### config.mk
export PLATFORM = sky130hd
export DESIGN_NAME = data_cache_flat
export DESIGN_NICKNAME = d
export VERILOG_FILES = /design/src/rtl/data_cache_if.sv /design/src/rtl/data_cache.sv /design/src/flat_wrapper.sv
export SDC_FILE = /design/constraint.sdc
export NUM_CORES = 1
export LEC_CHECK = 0
export CAP_MARGIN = 10
export CORE_MARGIN = 2
export CORE_UTILIZATION = 30
export DETAILED_ROUTE_END_ITERATION = 10
export GPL_TIMING_DRIVEN = 0
export PLACE_DENSITY = 0.56
export SYNTH_ARGS = -nofsm -noshare
export SYNTH_HDL_FRONTEND = slang
export SYNTH_SLANG_ARGS = --single-unit
### constraint.sdc
create_clock -name CLK -period 6.6 [get_ports CLK]
set_input_delay 1.98 -clock CLK [delete_from_list [all_inputs] [get_ports CLK]]
set_output_delay 1.98 -clock CLK [all_outputs]
set_load 0.02 [all_outputs]
### src/rtl/data_cache_if.sv
// CPU-side and memory-side signal bundle for the direct-mapped data cache.
// The cache takes the slave view; the CPU/memory environment takes the master view.
interface data_cache_if;
  logic        READ;
  logic        WRITE;
  logic [7:0]  ADDRESS;
  logic [7:0]  WRITEDATA;
  logic [7:0]  READDATA;
  logic        BUSYWAIT;
  logic        MEM_READ;
  logic        MEM_WRITE;
  logic [5:0]  MEM_ADDRESS;
  logic [31:0] MEM_WRITEDATA;
  logic [31:0] MEM_READDATA;
  logic        MEM_BUSYWAIT;

  modport slave (
    input  READ, WRITE, ADDRESS, WRITEDATA, MEM_READDATA, MEM_BUSYWAIT,
    output READDATA, BUSYWAIT, MEM_READ, MEM_WRITE, MEM_ADDRESS, MEM_WRITEDATA
  );

  modport master (
    output READ, WRITE, ADDRESS, WRITEDATA, MEM_READDATA, MEM_BUSYWAIT,
    input  READDATA, BUSYWAIT, MEM_READ, MEM_WRITE, MEM_ADDRESS, MEM_WRITEDATA
  );
endinterface

### src/rtl/data_cache.sv
// Direct-mapped write-back byte cache: 8 lines x 4 bytes, 3-bit tag.
// Hits are served combinationally; misses stall through WRITEBACK/FETCH.
//
// state     | meaning
// IDLE      | serve hits with no stall; detect misses
// WRITEBACK | push dirty victim line to main memory
// FETCH     | refill the line from main memory
module data_cache (
  input logic         CLK,
  input logic         RESET,
  data_cache_if.slave bus
);

  typedef enum logic [1:0] {IDLE, WRITEBACK, FETCH} state_e;

  state_e           state_q, state_d;
  logic [7:0]       valid_q, valid_d;
  logic [7:0]       dirty_q, dirty_d;
  logic [7:0][2:0]  tag_q, tag_d;
  logic [7:0][31:0] data_q, data_d;

  logic [2:0]  idx;
  logic [2:0]  tag_in;
  logic [1:0]  off;
  logic        rd_req;
  logic        wr_req;
  logic        hit;

  logic [7:0]  rdata;
  logic        busy;
  logic        mem_rd;
  logic        mem_wr;
  logic [5:0]  mem_addr;
  logic [31:0] mem_wdata;

  assign idx    = bus.ADDRESS[4:2];
  assign tag_in = bus.ADDRESS[7:5];
  assign off    = bus.ADDRESS[1:0];
  // READ and WRITE together is treated as a plain read
  assign rd_req = bus.READ;
  assign wr_req = bus.WRITE & ~bus.READ;
  assign hit    = valid_q[idx] & (tag_q[idx] == tag_in);

  always_comb begin
    state_d   = state_q;
    valid_d   = valid_q;
    dirty_d   = dirty_q;
    tag_d     = tag_q;
    data_d    = data_q;
    rdata     = 8'h00;
    busy      = 1'b0;
    mem_rd    = 1'b0;
    mem_wr    = 1'b0;
    mem_addr  = 6'h00;
    mem_wdata = 32'h0;

    case (state_q)
      IDLE: begin
        if (rd_req || wr_req) begin
          if (hit) begin
            if (rd_req) begin
              rdata = data_q[idx][{off, 3'b000} +: 8];
            end else begin
              data_d[idx][{off, 3'b000} +: 8] = bus.WRITEDATA;
              dirty_d[idx] = 1'b1;
            end
          end else begin
            busy    = 1'b1;
            state_d = (valid_q[idx] && dirty_q[idx]) ? WRITEBACK : FETCH;
          end
        end
      end
      WRITEBACK: begin
        busy      = 1'b1;
        mem_wr    = 1'b1;
        mem_addr  = {tag_q[idx], idx};
        mem_wdata = data_q[idx];
        if (!bus.MEM_BUSYWAIT) begin
          state_d = FETCH;
        end
      end
      FETCH: begin
        busy     = 1'b1;
        mem_rd   = 1'b1;
        mem_addr = bus.ADDRESS[7:2];
        if (!bus.MEM_BUSYWAIT) begin
          data_d[idx]  = bus.MEM_READDATA;
          tag_d[idx]   = tag_in;
          valid_d[idx] = 1'b1;
          dirty_d[idx] = 1'b0;
          state_d      = IDLE;
        end
      end
      default: state_d = IDLE;
    endcase

    // IDLE misses would otherwise raise BUSYWAIT while reset holds valid bits clear
    if (!RESET) begin
      busy  = 1'b0;
      rdata = 8'h00;
    end
  end

  always_ff @(posedge CLK or negedge RESET) begin
    if (!RESET) begin
      state_q <= IDLE;
      valid_q <= 8'h00;
      dirty_q <= 8'h00;
    end else begin
      state_q <= state_d;
      valid_q <= valid_d;
      dirty_q <= dirty_d;
    end
  end

  always_ff @(posedge CLK) begin
    tag_q  <= tag_d;
    data_q <= data_d;
  end

  assign bus.READDATA      = rdata;
  assign bus.BUSYWAIT      = busy;
  assign bus.MEM_READ      = mem_rd;
  assign bus.MEM_WRITE     = mem_wr;
  assign bus.MEM_ADDRESS   = mem_addr;
  assign bus.MEM_WRITEDATA = mem_wdata;

endmodule

### src/flat_wrapper.sv
// flat-port wrapper written by rule: the top's interface ports become plain ports
module data_cache_flat 
  (CLK, RESET, bus_READ, bus_WRITE, bus_ADDRESS, bus_WRITEDATA, bus_MEM_READDATA, bus_MEM_BUSYWAIT, bus_READDATA, bus_BUSYWAIT, bus_MEM_READ, bus_MEM_WRITE, bus_MEM_ADDRESS, bus_MEM_WRITEDATA);
  data_cache_if bus_i ();
  input logic CLK;
  input logic RESET;
  input wire logic [$bits(bus_i.READ)-1:0] bus_READ;
  input wire logic [$bits(bus_i.WRITE)-1:0] bus_WRITE;
  input wire logic [$bits(bus_i.ADDRESS)-1:0] bus_ADDRESS;
  input wire logic [$bits(bus_i.WRITEDATA)-1:0] bus_WRITEDATA;
  input wire logic [$bits(bus_i.MEM_READDATA)-1:0] bus_MEM_READDATA;
  input wire logic [$bits(bus_i.MEM_BUSYWAIT)-1:0] bus_MEM_BUSYWAIT;
  output wire logic [$bits(bus_i.READDATA)-1:0] bus_READDATA;
  output wire logic [$bits(bus_i.BUSYWAIT)-1:0] bus_BUSYWAIT;
  output wire logic [$bits(bus_i.MEM_READ)-1:0] bus_MEM_READ;
  output wire logic [$bits(bus_i.MEM_WRITE)-1:0] bus_MEM_WRITE;
  output wire logic [$bits(bus_i.MEM_ADDRESS)-1:0] bus_MEM_ADDRESS;
  output wire logic [$bits(bus_i.MEM_WRITEDATA)-1:0] bus_MEM_WRITEDATA;
  assign bus_i.READ = bus_READ;
  assign bus_i.WRITE = bus_WRITE;
  assign bus_i.ADDRESS = bus_ADDRESS;
  assign bus_i.WRITEDATA = bus_WRITEDATA;
  assign bus_i.MEM_READDATA = bus_MEM_READDATA;
  assign bus_i.MEM_BUSYWAIT = bus_MEM_BUSYWAIT;
  assign bus_READDATA = bus_i.READDATA;
  assign bus_BUSYWAIT = bus_i.BUSYWAIT;
  assign bus_MEM_READ = bus_i.MEM_READ;
  assign bus_MEM_WRITE = bus_i.MEM_WRITE;
  assign bus_MEM_ADDRESS = bus_i.MEM_ADDRESS;
  assign bus_MEM_WRITEDATA = bus_i.MEM_WRITEDATA;
  data_cache u_core (.CLK(CLK), .RESET(RESET), .bus(bus_i));
endmodule
==> results of run 1 <==
==> routing by layer <==
metal / GRT usage, % / up-vias / part of all wire [%]
li1: - / 4462 / -
met1: 30.3 / 5351 / 40
met2: 33.3 / 738 / 43
met3: 6.53 / 117 / 12
met4: 9.12 / 0 / 4.0
met5: 0 / - / 0
==> worst max path at each step <==
stage,slack (ps),startpoint,endpoint,depth (start not counted)
5_1_grt,2,bus_ADDRESS[4],bus_MEM_WRITEDATA[20],10
4_1_cts,2,bus_ADDRESS[2],bus_READDATA[1],11
3_5_place_dp,-2570,bus_ADDRESS[4],bus_READDATA[7],10
6_report,20,bus_ADDRESS[4],bus_READDATA[2],10
2_1_floorplan,190,bus_ADDRESS[4],bus_READDATA[1],9
3_3_place_gp,-2530,bus_ADDRESS[4],bus_READDATA[7],10
==> cells by family after synthesis <==
group / after synthesis / synth area share (%)
AO/OA/AOI/OAI: 164 / 8.99
XOR/XNOR: 1 / 0.0629
adder cells (fa/ha/maj): 9 / 0.809
buffers and inverters: 98 / 2.87
flip-flops: 298 / 63.6
multiplexers: 92 / 9.39
AND/OR/NAND/NOR: 452 / 14.2
==> through the flow <==
stage                     instance area (um^2)  worst slack, ps  instances  hold WS [ps]
after detailed placement                 15900            -2570       1826           453
after CTS                                17400             2.49       1897           470
final                                    17400             19.6       1898           463
after floorplan                          13900              185       1114           433
after global routing                     17400             1.51       1898           471
after global placement                   15700            -2530       1815           448
==> power breakdown <==
part	internal, W	switching, W
logic	0.000415	0.000900
clock network	0.000993	0.000754
registers	0.00214	0.0000249
total	0.00355	0.00168
==> area by class of cell <==
cell class	count	area share, %
Sequential cell	298	50.9
Multi-Input combinational cell	718	28.7
Timing Repair Buffer	130	7.12
Clock buffer	46	5.39
Tap cell	600	4.32
Buffer	83	2.93
Clock inverter	13	0.353
Inverter	10	0.216
==> critical path, cell delays in order <==
cell and delay (ps):
clkbuf_4 140, buf_6 130, clkbuf_4 220, clkbuf_8 230
nor2b_1 570, a221oi_1 170, o21a_1 320, mux4_2 510
nor2_4 150, buf_4 150
==> cells in the mapped netlist (all sizes together), types with 2 or more instances <==
library cell	instances	area [um^2]
a31oi	2	12.5
or2	9	58.8
nand2	30	113
and2	19	119
nand3b	3	22.5
a211o	2	17.5
nor3b	2	15.0
or4	3	22.5
a22oi	57	428
a21oi	14	70.1
nor2	303	1140
a221o	11	110
o21ai	9	45.0
o2bb2ai	2	17.5
o32a	2	20.0
o22a	7	61.3
buf	35	161
o31ai	2	15.0
o221a	2	22.5
mux2	19	214
a221oi	26	228
a21boi	3	22.5
mux2i	44	440
nand2b	6	37.5
nor2b	30	188
mux4	29	653
and4	3	26.3
nor3	37	185
edfxtp	280	8410
nand3	3	15.0
a22o	4	35.0
inv	10	37.5
and3	2	12.5
o22ai	12	75.1
clkbuf	53	200
o21a	3	22.5
ha	9	113
dfrtp	18	450
==> flip-flops by register name, summed over array words and instances, names as in the netlist, named ones only <==
signal          count
u_core.state_q      2
u_core.valid_q      8
u_core.data_q     256
u_core.tag_q       24
==> what timing repair did <==
item / in CTS / in global routing
hold endpoints to repair: 0 / 0
gates cloned: 3 / 0
gates resized for setup: 184 / 20
pin swaps: 10 / 5
endpoints found under the setup margin: 44 / 23
setup buffers: 13 / 2
==> metrics.md, run 1 <==
| Metric | Value |
|---|---|
| CTS Buf Count | `34` |
| Critical Path Source Type | `input pin` |
| Avg Cell Area, Syn | `12.5 um^2` |
| Leakage power | `5.77 nW` |
| Syn Inst Count | `1114` |
| DR vias/cell | `roughly 5.6` |
| Yosys cell types | `53` |
| Final ANT Viol Nets | `0` |
| Post-CTS Hold Fix Bufs | `0` |
| Slew HR | `between 10% and 20%` |
| Worst-path clk slew | `around 60 ps` |
| GP Congestion | `~0.96` |
| Initial Utilization | `30.5%` |
| Residual DRC count | `0` |
| Yosys warnings | `0` |
| Type of the most critical hold path | `flop to flop` |
| Fillers | `approximately 4400` |
| Clk_lat worst skew | `520 ps` |
| CTS tree | `done` |
| Tot Pwr | `around 0.0052 W` |
| Most common cell after layout, fill and taps aside | `nor2_1` |
| # port buffers | `between 100 and 150` |
| Post-synth EDFFs | `280` |
| Nets | `around 1300` |
| Status | `complete, no violations` |
| Max Cap Viol | `0` |
| Hold Path Origin | `u_core.valid_q[4]$_DFFE_PN0P_` |
| Finished Core Util | `roughly two fifths` |
| Drt wl/cell | `about 28 um` |
| Num Clock Sinks | `between 200 and 300` |
| Setup Total Neg Slack | `0 ps` |
| Commonest cells after routing, fill and taps aside | `nor2_1 (292), edfxtp_1 (280), clkdlybuf4s50_1 (87)` |
| Reg-to-Reg Start | `u_core.state_q[0]$_DFFE_PN0P_` |
| Initial antenna violation count | `0` |
| Die ar. | `~48000 um^2` |
| Final slew viol count | `0` |
| PwrDens | `about 300 nW/um^2` |
| Worst-case reg-to-reg path depth | `10` |
| Final Cycle Share | `between 90% and 100%` |
| Remaining Overflow, GRT | `0` |
| Multi-input gate area | `roughly 5000 um^2` |
| Ratio of cells with drive above 1 in the final layout | `18.5%` |
| Hold EP | `u_core.valid_q[4]$_DFFE_PN0P_` |
| First-pass GRT wire length | `75600 um` |
| Reg area | `just under 9000 um^2` |
| Vias | `10668` |
| ANT cells | `0` |
| WHS Path Cells | `1` |
| Critical path arrival | `approximately 4600 ps` |
| Slew at the pin closest to its max-slew limit | `about 1300 ps` |
| Synth Cell Area | `13900 um^2` |
| Die X-Extent | `approximately 220 um` |
| Worst vdd ir | `between 0.15 and 0.2 mV` |
| CTS H-Tree Depth | `2` |
| Row count | `78` |
| Total wire length | `between 50000 and 60000 um` |
| Sequential share of the synthesized area | `between 60% and 70%` |
| Peak Freq | `between 0.15 and 0.2 GHz` |
| Unrepaired setup endpoints after global routing | `false` |
| Flops & latches, synth | `approximately 300` |
| Clock skew | `between 15 and 20 ps` |
| Reg2reg end | `u_core.data_q[55]$_DFFE_PP_` |
| Main synth FF type | `edfxtp_1` |
| Kind of critical path | `input pin to output port` |
| Asr flop ratio synth | `under 10%` |
| Worst Path Required | `4620 ps` |
| Die Y | `~220 um` |
| CP endpoint kind | `output port` |
| First-pass DRT Iterations | `5` |
| R2R Setup Slk | `between 2000 and 3000 ps` |
| Largest fanout on the critical path | `10` |
| Clock root buffer | `clkbuf_16` |
| Min cycle time layout | `about 6600 ps` |
| Setup Viol. Count Final | `0` |
| GRT Total Usage | `~22%` |
| Clk buf depth | `3` |
| Synthesis-to-finish area growth | `24.9%` |
| Largest net degree at the start of global routing | `21` |
| Mapped Nets | `around 1200` |
| Number of global-route vias before repair | `about 10000` |
| HPWL after DPL | `37300 um` |
| Placeable Area | `approximately 46000 um^2` |
| Initial DRC Count | `approximately 1600` |
| Final hold violations | `0` |
| IO Pins | `102` |
Power figures use the tool's default switching activity.
==> run 2: changes to the inputs <==
Settings changed: CAP_MARGIN 10 to not set, CORE_MARGIN 2 to 4.
==> run 2 against run 1 <==
Clock power rose by 3%. Register-to-register slack got worse by 130 ps. Sequential power barely moved. Critical path type unchanged. Critical endpoint is now bus_MEM_WRITEDATA[28]. Largest cell class unchanged. Largest power group unchanged.
==> metrics.md, run 2 (synthesized netlist as in run 1, its figures left out) <==
| Metric | Value |
|---|---|
| CTS tree | `done (unchanged)` |
| Clk_lat worst skew | `520 ps (about the same)` |
| First-pass DRT Iterations | `6 (was 5)` |
| Min Hold Slack | `469 ps (was 463 ps)` |
| IO Pins | `102 (unchanged)` |
| Min cycle time layout | `6580 ps (about the same)` |
| Clock root buffer | `clkbuf_16 (unchanged)` |
| Slew HR | `12.5% (was 11.7%)` |
| CTS H-Tree Depth | `2 (unchanged)` |
| Synthesis-to-finish area growth | `24.9% (about the same)` |
| Die ar. | `49900 um^2 (was 48100 um^2)` |
| First-pass GRT wire length | `75600 um (about the same)` |
| GP Congestion | `0.939 (was 0.956)` |
| CP endpoint kind | `output port (unchanged)` |
| Nets | `1330 (was 1337)` |
| Remaining Overflow, GRT | `0 (unchanged)` |
| Finished Core Util | `38.1% (was 38.2%)` |
| Vias | `10778 (was 10668)` |
| Initial DRC Count | `1767 (was 1570)` |
| Final ANT Viol Nets | `0 (unchanged)` |
| Ratio of cells with drive above 1 in the final layout | `17.8% (was 18.5%)` |
| Placeable Area | `45600 um^2 (unchanged)` |
| Internal | `0.00360 W (was 0.00355 W)` |
| R2R Setup Slk | `2550 ps (was 2680 ps)` |
| Num Clock Sinks | `298 (unchanged)` |
| Switching Share | `31.7% (was 32.1%)` |
| # port buffers | `101 (unchanged)` |
| Setup Viol. Count Final | `0 (unchanged)` |
| Clk buf depth | `3 (unchanged)` |
| Largest net degree at the start of global routing | `21 (unchanged)` |
| Critical path arrival | `4600 ps (about the same)` |
| Peak Freq | `0.152 GHz (about the same)` |
| CTS Buf Count | `34 (unchanged)` |
| Worst vdd ir | `0.178 mV (was 0.190 mV)` |
| Status | `complete, no violations (unchanged)` |
| Die Y | `223 um (was 219 um)` |
| Largest fanout on the critical path | `10 (unchanged)` |
| Net Sw Power | `0.00167 W (was 0.00168 W)` |
| HPWL after DPL | `37600 um (was 37300 um)` |
| Max FFs per register | `256 (unchanged)` |
| Post-Layout Inst Area | `17400 um^2 (about the same)` |
| Clk pwr share | `34.1% (was 33.4%)` |
| PwrDens | `303 nW/um^2 (was 300 nW/um^2)` |
| Commonest cells after routing, fill and taps aside | `nor2_1 (292), edfxtp_1 (280), clkdlybuf4s50_1 (87) (unchanged)` |
| Combinational power share | `24.8% (was 25.2%)` |
| Final slew viol count | `0 (unchanged)` |
| Initial Utilization | `30.5% (unchanged)` |
| Initial antenna violation count | `1 (was 0)` |
| Reg-to-Reg Start | `u_core.state_q[0]$_DFFE_PN0P_ (unchanged)` |
| Leakage power | `5.74 nW (was 5.77 nW)` |
| Biggest regs | `u_core.data_q (256), u_core.tag_q (24), u_core.valid_q (8) (unchanged)` |
| Dpl cell area | `15900 um^2 (about the same)` |
| Unrepaired setup endpoints after global routing | `false (unchanged)` |
| Max Cap Viol | `0 (unchanged)` |
| Clock skew | `14.9 ps (was 19.9 ps)` |
| Post-CTS Hold Fix Bufs | `0 (unchanged)` |
| Type of the most critical hold path | `flop to flop (unchanged)` |
| Critical Path Source Type | `input pin (unchanged)` |
| Die X-Extent | `223 um (was 219 um)` |
| DR vias/cell | `5.70 (was 5.62)` |
| Residual DRC count | `0 (unchanged)` |
| Total wire length | `53800 um (was 53700 um)` |
| Most flop-heavy register | `u_core.data_q (unchanged)` |
| Drt wl/cell | `28.4 um (was 28.3 um)` |
| Hold Path Origin | `u_core.valid_q[3]$_DFFE_PN0P_ (was u_core.valid_q[4]$_DFFE_PN0P_)` |
| Worst-path clk slew | `60 ps (about the same)` |
| Kind of critical path | `input pin to output port (unchanged)` |
| Row count | `78 (unchanged)` |
| Number of global-route vias before repair | `10478 (was 10417)` |
| Most common cell after layout, fill and taps aside | `nor2_1 (unchanged)` |
| Critical Path Source | `bus_ADDRESS[4] (unchanged)` |
| Sequential share of power | `41.1% (was 41.4%)` |
| Slew at the pin closest to its max-slew limit | `1300 ps (was 1310 ps)` |
| Worst Path Required | `4620 ps (about the same)` |
| Final hold violations | `0 (unchanged)` |
| Final Cycle Share | `99.7% (about the same)` |
| GRT Total Usage | `20.8% (was 22.3%)` |
[run 2: timing repair]
item / in CTS / in global routing
endpoints found under the hold margin: 0 / 0
resized for setup: 194 / 13
pin swaps: 9 / 6
endpoints found under the setup margin: 68 / 25
cloned: 3 / 0
setup buffers: 6 / 3
[run 2: per-layer routing]
metal | track usage [%] | up-vias | routed length (um)
li1 | - | 4448 | -
met1 | 29.4 | 5391 | 21600
met2 | 30.8 | 802 | 23400
met3 | 5.88 | 137 | 6720
met4 | 7.18 | 0 | 1980
met5 | 0 | - | 0
[run 2: cell type report]
cell class                      instances  area (um^2)
Tap cell                              600          751
Fill cell                            4349        28200
Antenna cell                            1         2.50
Timing Repair Buffer                  123         1170
Sequential cell                       298         8860
Clock buffer                           43          948
Inverter                               10         41.3
Buffer                                 83          520
Multi-Input combinational cell        718         5000
Clock inverter                         16         90.1
[run 2: final timing paths]
path                                            endpoint  cells after the start
max                                bus_MEM_WRITEDATA[28]                      9
min                        u_core.valid_q[3]$_DFFE_PN0P_                      1
max reg2reg                  u_core.data_q[69]$_DFFE_PP_                     11
min reg2reg                u_core.valid_q[3]$_DFFE_PN0P_                      1
max in group asynchronous  u_core.state_q[0]$_DFFE_PN0P_                      1
min in group asynchronous  u_core.valid_q[6]$_DFFE_PN0P_                      1
[run 2: stage by stage]
step | setup TNS, ps | std cells | setup slack, ps | power [W]
after floorplan | 0 | 1114 | 185 | 0.00290
after global placement | -262900 | 1815 | -2590 | 0.00339
after detailed placement | -152780 | 1824 | -2610 | 0.00343
after CTS | 0 | 1888 | 2.01 | 0.00523
after global routing | 0 | 1891 | 1.29 | 0.00544
final | 0 | 1892 | 18.9 | 0.00527
[run 2: power by group through the flow]
stage / sequential [W] / clock (W) / combinational (W)
floorplan: 0.00219 / 0 / 0.000706
global placement: 0.00220 / 0 / 0.00119
detailed placement: 0.00220 / 0 / 0.00123
CTS: 0.00216 / 0.00180 / 0.00127
global route: 0.00217 / 0.00189 / 0.00138
finish: 0.00216 / 0.00180 / 0.00131
[run 2: critical path: stages]
cell and delay (ps):
clkbuf_4 150, buf_6 130, buf_4 250, nor2b_4 320, clkbuf_4 330, a22oi_1 130, o221a_2 340, nor2b_1 290
clkdlybuf4s50_1 670
==> run 3: changes to the inputs <==
Settings changed: ABC_AREA set to 1.
==> run 3 against run 2 <==
Utilization fell by 0.67 points. Synthesized area barely moved. Clock skew rose by 1.1 ps. Worst hold slack got worse by 9.3 ps. Non-clock buffer count fell by 18. Clock-buffer cell count rose by 2.
==> metrics.md, run 3 <==
| Metric | Value |
|---|---|
| Residual DRC count | `0 (unchanged)` |
| Vias | `11672 (was 10778)` |
| Total wire length | `54600 um (was 53800 um)` |
| Biggest regs | `u_core.data_q (256), u_core.tag_q (24), u_core.valid_q (8) (unchanged)` |
| Ratio of cells with drive above 1 in the final layout | `9.57% (was 17.8%)` |
| Synth top cells by count | `nor2_1 (361), nand2_1 (289), edfxtp_1 (280) (was nor2_1 (303), edfxtp_1 (280), a22oi_1 (57))` |
| Area share of the largest cell type after synthesis | `60.4% (about the same)` |
| Slew at the pin closest to its max-slew limit | `1310 ps (was 1300 ps)` |
| Placed cells | `2117 (was 1824)` |
| Grt met2 use | `32.9% (was 30.8%)` |
| CTS tree | `done (unchanged)` |
| Syn Inst Count | `1416 (was 1114)` |
| DP Worst Slack | `-1550 ps (was -2610 ps)` |
| Yosys cell types | `38 (was 53)` |
| PwrDens | `307 nW/um^2 (was 303 nW/um^2)` |
| Most common cell after layout, fill and taps aside | `nor2_1 (unchanged)` |
| Filler-free cell count of the finished design | `2189 (was 1892)` |
| Worst vdd ir | `0.169 mV (was 0.178 mV)` |
| Synth Cell Area | `13900 um^2 (about the same)` |
| Reg-to-Reg Start | `u_core.state_q[0]$_DFFE_PN0P_ (unchanged)` |
| First-pass DRT Iterations | `6 (unchanged)` |
| Max FFs per register | `256 (unchanged)` |
| Placeable Area | `45600 um^2 (unchanged)` |
| Min cycle time layout | `6510 ps (was 6580 ps)` |
| Die X-Extent | `223 um (about the same)` |
| IO Pins | `102 (unchanged)` |
| Final hold violations | `0 (unchanged)` |
| Drt wl/cell | `25.0 um (was 28.4 um)` |
| Final Cycle Share | `98.6% (was 99.7%)` |
| Worst-case reg-to-reg path depth | `10 (was 11)` |
| Initial antenna violation count | `0 (was 1)` |
| Slew HR | `12.5% (about the same)` |
| Unrepaired setup endpoints after global routing | `false (unchanged)` |
| GRT Total Usage | `21.1% (was 20.8%)` |
| Flops & latches, synth | `298 (unchanged)` |
| Worst Path Required | `4620 ps (about the same)` |
| Hold Path Origin | `u_core.valid_q[4]$_DFFE_PN0P_ (was u_core.valid_q[3]$_DFFE_PN0P_)` |
| Clock skew | `16.0 ps (was 14.9 ps)` |
| Avg Cell Area, Syn | `9.82 um^2 (was 12.5 um^2)` |
| Critical path arrival | `4530 ps (was 4600 ps)` |
| Row count | `78 (unchanged)` |
| Setup Total Neg Slack | `0 ps (unchanged)` |
| GR Util met3 | `3.82% (was 5.88%)` |
| Setup ws final | `91.1 ps (was 18.9 ps)` |
| M1 GR Usage | `29.1% (was 29.4%)` |
| Num Clock Sinks | `298 (unchanged)` |
| WHS Path Cells | `2 (was 1)` |
| Mapped Nets | `1478 (was 1176)` |
| Kind of critical path | `input pin to output port (unchanged)` |
| Initial Utilization | `30.5% (about the same)` |
| Yosys warnings | `0 (unchanged)` |
| Number of global-route vias before repair | `11140 (was 10478)` |
| Area leader, netlist | `edfxtp_1 (unchanged)` |
| Remaining Overflow, GRT | `0 (unchanged)` |
| Reg2reg end | `u_core.data_q[145]$_DFFE_PP_ (was u_core.data_q[69]$_DFFE_PP_)` |
| Setup Viol. Count Final | `0 (unchanged)` |
| Leakage power | `6.28 nW (was 5.74 nW)` |
| Critical Path Source Type | `input pin (unchanged)` |
| Final slew viol count | `0 (unchanged)` |
| Final ANT Viol Nets | `0 (unchanged)` |
| CP endpoint kind | `output port (unchanged)` |
| HPWL after DPL | `38100 um (was 37600 um)` |
| Most flop-heavy register | `u_core.data_q (unchanged)` |
| # port buffers | `101 (unchanged)` |
| Min Hold Slack | `459 ps (was 469 ps)` |
| Post-synth EDFFs | `280 (unchanged)` |
| Die ar. | `49900 um^2 (about the same)` |
| Clk_lat worst skew | `530 ps (was 520 ps)` |
| Die Y | `223 um (about the same)` |
| Peak Freq | `0.154 GHz (was 0.152 GHz)` |
| Busiest grt layer | `met2 (unchanged)` |
| GP Congestion | `0.939 (about the same)` |
| Max Cap Viol | `0 (unchanged)` |
| Clock root buffer | `clkbuf_16 (unchanged)` |
| Finished Core Util | `37.5% (was 38.1%)` |
| Asr flop ratio synth | `6.04% (unchanged)` |
| Nets | `1626 (was 1330)` |
| Worst-path clk slew | `60 ps (about the same)` |
| CTS Buf Count | `35 (was 34)` |
| Commonest cells after routing, fill and taps aside | `nor2_1 (358), nand2_1 (288), edfxtp_1 (280) (was nor2_1 (292), edfxtp_1 (280), clkdlybuf4s50_1 (87))` |
| ANT cells | `0 (was 1)` |
| Hold EP | `u_core.valid_q[4]$_DFFE_PN0P_ (was u_core.valid_q[3]$_DFFE_PN0P_)` |
| DR vias/cell | `5.33 (was 5.70)` |
| Largest fanout on the critical path | `11 (was 10)` |
| Main synth FF type | `edfxtp_1 (unchanged)` |
| Synth top area cells | `edfxtp_1 (60%), nor2_1 (9.7%), nand2_1 (7.8%), dfrtp_1 (3.2%), a21oi_1 (2.5%) (was edfxtp_1 (60%), nor2_1 (8.2%), mux4_2 (4.7%), dfrtp_1 (3.2%), mux2i_1 (3.2%))` |
| Initial DRC Count | `1647 (was 1767)` |
| Sequential share of the synthesized area | `63.7% (was 63.6%)` |
| Synthesis-to-finish area growth | `22.8% (was 24.9%)` |
| Status | `complete, no violations (unchanged)` |
| CTS H-Tree Depth | `2 (unchanged)` |
| Type of the most critical hold path | `flop to flop (unchanged)` |
| Most frequent cell after synthesis | `nor2_1 (unchanged)` |
| R2R Setup Slk | `2810 ps (was 2550 ps)` |
| First-pass GRT wire length | `77200 um (was 75600 um)` |
| Clk buf depth | `3 (unchanged)` |
| Largest net degree at the start of global routing | `21 (unchanged)` |
[run 3: cell count changes after synthesis, sizes merged, moves of 44 or more]
cell,before,now
a21oi,14,70
inv,10,91
mux2i,44,0
nand2,30,291
nand3,3,56
nor2,303,364
[run 3: what timing repair did]
action	CTS	global route
resized for setup	115	15
endpoints found under the setup margin	40	18
pin swaps	6	1
buffers inserted	9	1
hold buffers	0	0
[run 3: kinds of logic (layout without fill, tap and decap cells)]
logic type | count (synthesis) | after routing | synth area share (%)
DFF | 298 | 298 | 63.7
and+or+nand+nor | 743 | 743 | 21.4
AOI/OAI and AO/OA | 192 | 192 | 9.14
adders and majority gates | 9 | 9 | 0.809
buffers and inverters | 174 | 347 | 4.96
[run 3: report_power, final]
group / internal, W / total [W] / switching [W]
combinational: 0.000308 / 0.00117 / 0.000864
sequential: 0.00219 / 0.00223 / 0.0000423
clock: 0.00107 / 0.00185 / 0.000782
total: 0.00356 / 0.00525 / 0.00169
[run 3: per-stage QoR]
step / cell area [um^2] / power [W]
2_1_floorplan: 13900 / 0.00291
3_3_place_gp: 15700 / 0.00337
3_5_place_dp: 15700 / 0.00339
4_1_cts: 17100 / 0.00522
5_1_grt: 17100 / 0.00542
6_report: 17100 / 0.00525
[run 3: how the worst max path moves through the flow]
stage,start,endpoint,cells after the start
after floorplan,bus_ADDRESS[2],bus_READDATA[3],10
after global placement,bus_ADDRESS[4],bus_READDATA[1],10
after detailed placement,bus_ADDRESS[4],bus_READDATA[1],10
after CTS,bus_ADDRESS[2],bus_MEM_WRITEDATA[16],8
after global routing,bus_ADDRESS[3],bus_MEM_WRITEDATA[26],9
final,bus_ADDRESS[1],bus_READDATA[3],6
[run 3: area by class of cell]
type,count,area (um^2)
Clock buffer,45,956
Timing Repair Buffer,111,1060
Multi-Input combinational cell,944,4490
Fill cell,4536,28500
Buffer,77,450
Inverter,97,395
Tap cell,600,751
Sequential cell,298,8860
Clock inverter,17,115
[run 3: critical path: stages]
cell	delay (ps)
clkdlybuf4s50_1	590
clkbuf_1	440
clkinv_1	520
o211ai_1	450
a21oi_1	190
dlygate4sd2_1	360
[run 3: layer usage]
metal | part of all wire [%] | vias to the layer above
li1 | - | 5132
met1 | 41 | 5660
met2 | 45 | 763
met3 | 10 | 117
met4 | 4.3 | 0
met5 | 0 | -
==> RTL edit: new RTL, flow settings as in run 1 <==
Reset style: synchronous (`RESET`), changed in one clocked block.
--- a/src/rtl/data_cache.sv
+++ b/src/rtl/data_cache.sv
@@ -101,7 +101,7 @@
     end
   end
 
-  always_ff @(posedge CLK or negedge RESET) begin
+  always_ff @(posedge CLK) begin
     if (!RESET) begin
       state_q <= IDLE;
       valid_q <= 8'h00;
Behaviour: differs if RESET is asserted again (counterexample within 4 cycles, from zero or initial values and one cycle with RESET low); with RESET held inactive, the same outputs for 4 cycles.
==> RTL edit against run 1 <==
- the run now ends with setup timing left
- count of clock-buffer cells in the layout is 2 higher
- register-to-register slack better by 0.33 ns
- routed wire length is 1.0% higher
- core utilization is 0.53 points lower
- synthesized area is 1.4% higher
- cell count is 1.6% higher
- synthesized cell count is 2.8% higher
- critical path depth stayed put
- cell area is 0.53% higher
- sequential cell count stayed put
- setup slack worse by 0.099 ns
- critical path type unchanged
- critical endpoint is now bus_READDATA[6]
- highest routed layer unchanged
Power is not compared: it rests on default switching activity, and its combinational part moved more than twofold at a synthesized area within 25%.
==> RTL edit: results (changes against run 1) <==
* Pre-CTS setup slack at -1.46 ns (was -2.57 ns)
* Sequential area share after synthesis at 0.621 (was 0.636)
* I/O Buffers at 99 (was 101)
* Vias in the first global route at 10700 (was 10400)
* Cell leakage power at 6.03 nW
* # nets final at 1358 (was 1337)
* Setup-failing EPs final at 4 (was 0)
* Post-synth top cells: 300 x nor2_1, 280 x edfxtp_1, 60 x mux2i_1 (was 303 x nor2_1, 280 x edfxtp_1, 57 x a22oi_1)
* Violation count after the first detailed-route iteration at 1484 (was 1570)
* Post-synth ARST share at 0 (was 0.0604)
* Drt wl/cell at 28.1 um (was 28.3 um)
* Share of cells above drive strength 1 at 0.167 (was 0.185)
* Worst endpoint data arrival time at 4.70 ns (was 4.60 ns)
* Drt pass-1 iters at 6 (was 5)
* Synth top area cells: edfxtp_1 60%, nor2_1 8.0%, mux2i_1 4.3%, mux4_2 3.7%, dfxtp_1 2.6% (was edfxtp_1 60%, nor2_1 8.2%, mux4_2 4.7%, dfrtp_1 3.2%, mux2i_1 3.2%)
* GR Util All Layers at 0.217 (was 0.223)
* Failing checks: setup timing
* Largest net degree at the start of global routing at 13 (was 21)
* Final HPWL DP at 37600 um (was 37300 um)
* CP max FO at 6 (was 10)
* CP max-delay cell: clkdlybuf4s50_1 (was nor2b_1)
* Routed via count at 10800 (was 10700)
* Worst-Margin Slew at 1.13 ns (was 1.31 ns)
* First-pass GRT wire length at 76500 um (was 75600 um)
* Initial antenna violation count at 2 (was 0)
* Status: complete, but fails checks (was completed)
* Max stage delay on crit path at 0.61 ns (was 0.57 ns)
* Syn Nets at 1207 (was 1176)
* Final setup margin at -0.0790 ns (was 0.0196 ns)
-- RTL edit: cells by family after synthesis --
logic type	count (synthesis)	synth area share
XOR/XNOR	1	0.00115
AO/OA/AOI/OAI	177	0.0983
multiplexers	100	0.0928
AND/OR/NAND/NOR	458	0.142
flip-flops	298	0.621
buffers and inverters	102	0.0367
adder cells (fa/ha/maj)	9	0.00798
-- RTL edit: timing repair --
| action | 4_1_cts | 5_1_grt |
|---|---|---|
| pin swaps | 4 | 1 |
| setup endpoints to repair | 42 | 11 |
| resized for setup | 79 | 10 |
| setup buffers | 7 | 3 |
| hold buffers | 0 | 0 |
| gates cloned | 0 | 0 |
-- RTL edit: area by class of cell --
class,count,area (um2)
clock buffers,48,977
fillers,4498,29000
well taps,607,759
inverters,10,46.3
flip-flops and latches,298,8770
clock inverters,13,81.3
multi-input cells,745,5130
plain buffers,91,582
repair buffers,116,1130
-- RTL edit: worst paths after layout --
kind | from | end | slack [ns] | depth (start not counted)
hold reg to reg | register | register | 0.46 | 2
setup reg to reg | u_core.state_q[0]$_SDFFE_PN0P_ | u_core.data_q[149]$_DFFE_PP_ | 3.01 | 10
hold / removal | register | register | 0.46 | 2
setup / recovery | bus_ADDRESS[3] | bus_READDATA[6] | -0.08 | 10
-- RTL edit: critical path, delay by kind of cell --
kind	cells	cell delay, ns
AOI/OAI and AO/OA	1	0.29
buffers and inverters	4	1.22
and+or+nand+nor	5	1.21
-- RTL edit: metrics by stage --
step,total power [W],hold WS (ns),std cells,TNS (ns),instance area (um2)
floorplan,0.00236,0.434,1145,0,14100
global placement,0.00257,0.448,1851,-26.58,15900
detailed placement,0.00258,0.449,1858,-26.69,16100
CTS,0.00440,0.461,1926,-0.298,17400
global route,0.00452,0.474,1928,-0.627,17500
finish,0.00442,0.463,1928,-0.278,17500
-- RTL edit: where the power goes --
group	switching, W	total (W)	internal [W]
registers	0.00000275	0.00206	0.00206
clock network	0.000762	0.00183	0.00107
logic	0.000369	0.000528	0.000160
total	0.00113	0.00442	0.00329
-- RTL edit: layer usage --
metal	track usage	wire length (um)	vias up
met3	0.0748	7530	125
met2	0.322	23300	776
met5	0	0	-
met4	0.0732	1890	0
met1	0.295	21500	5367
li1	-	-	4563
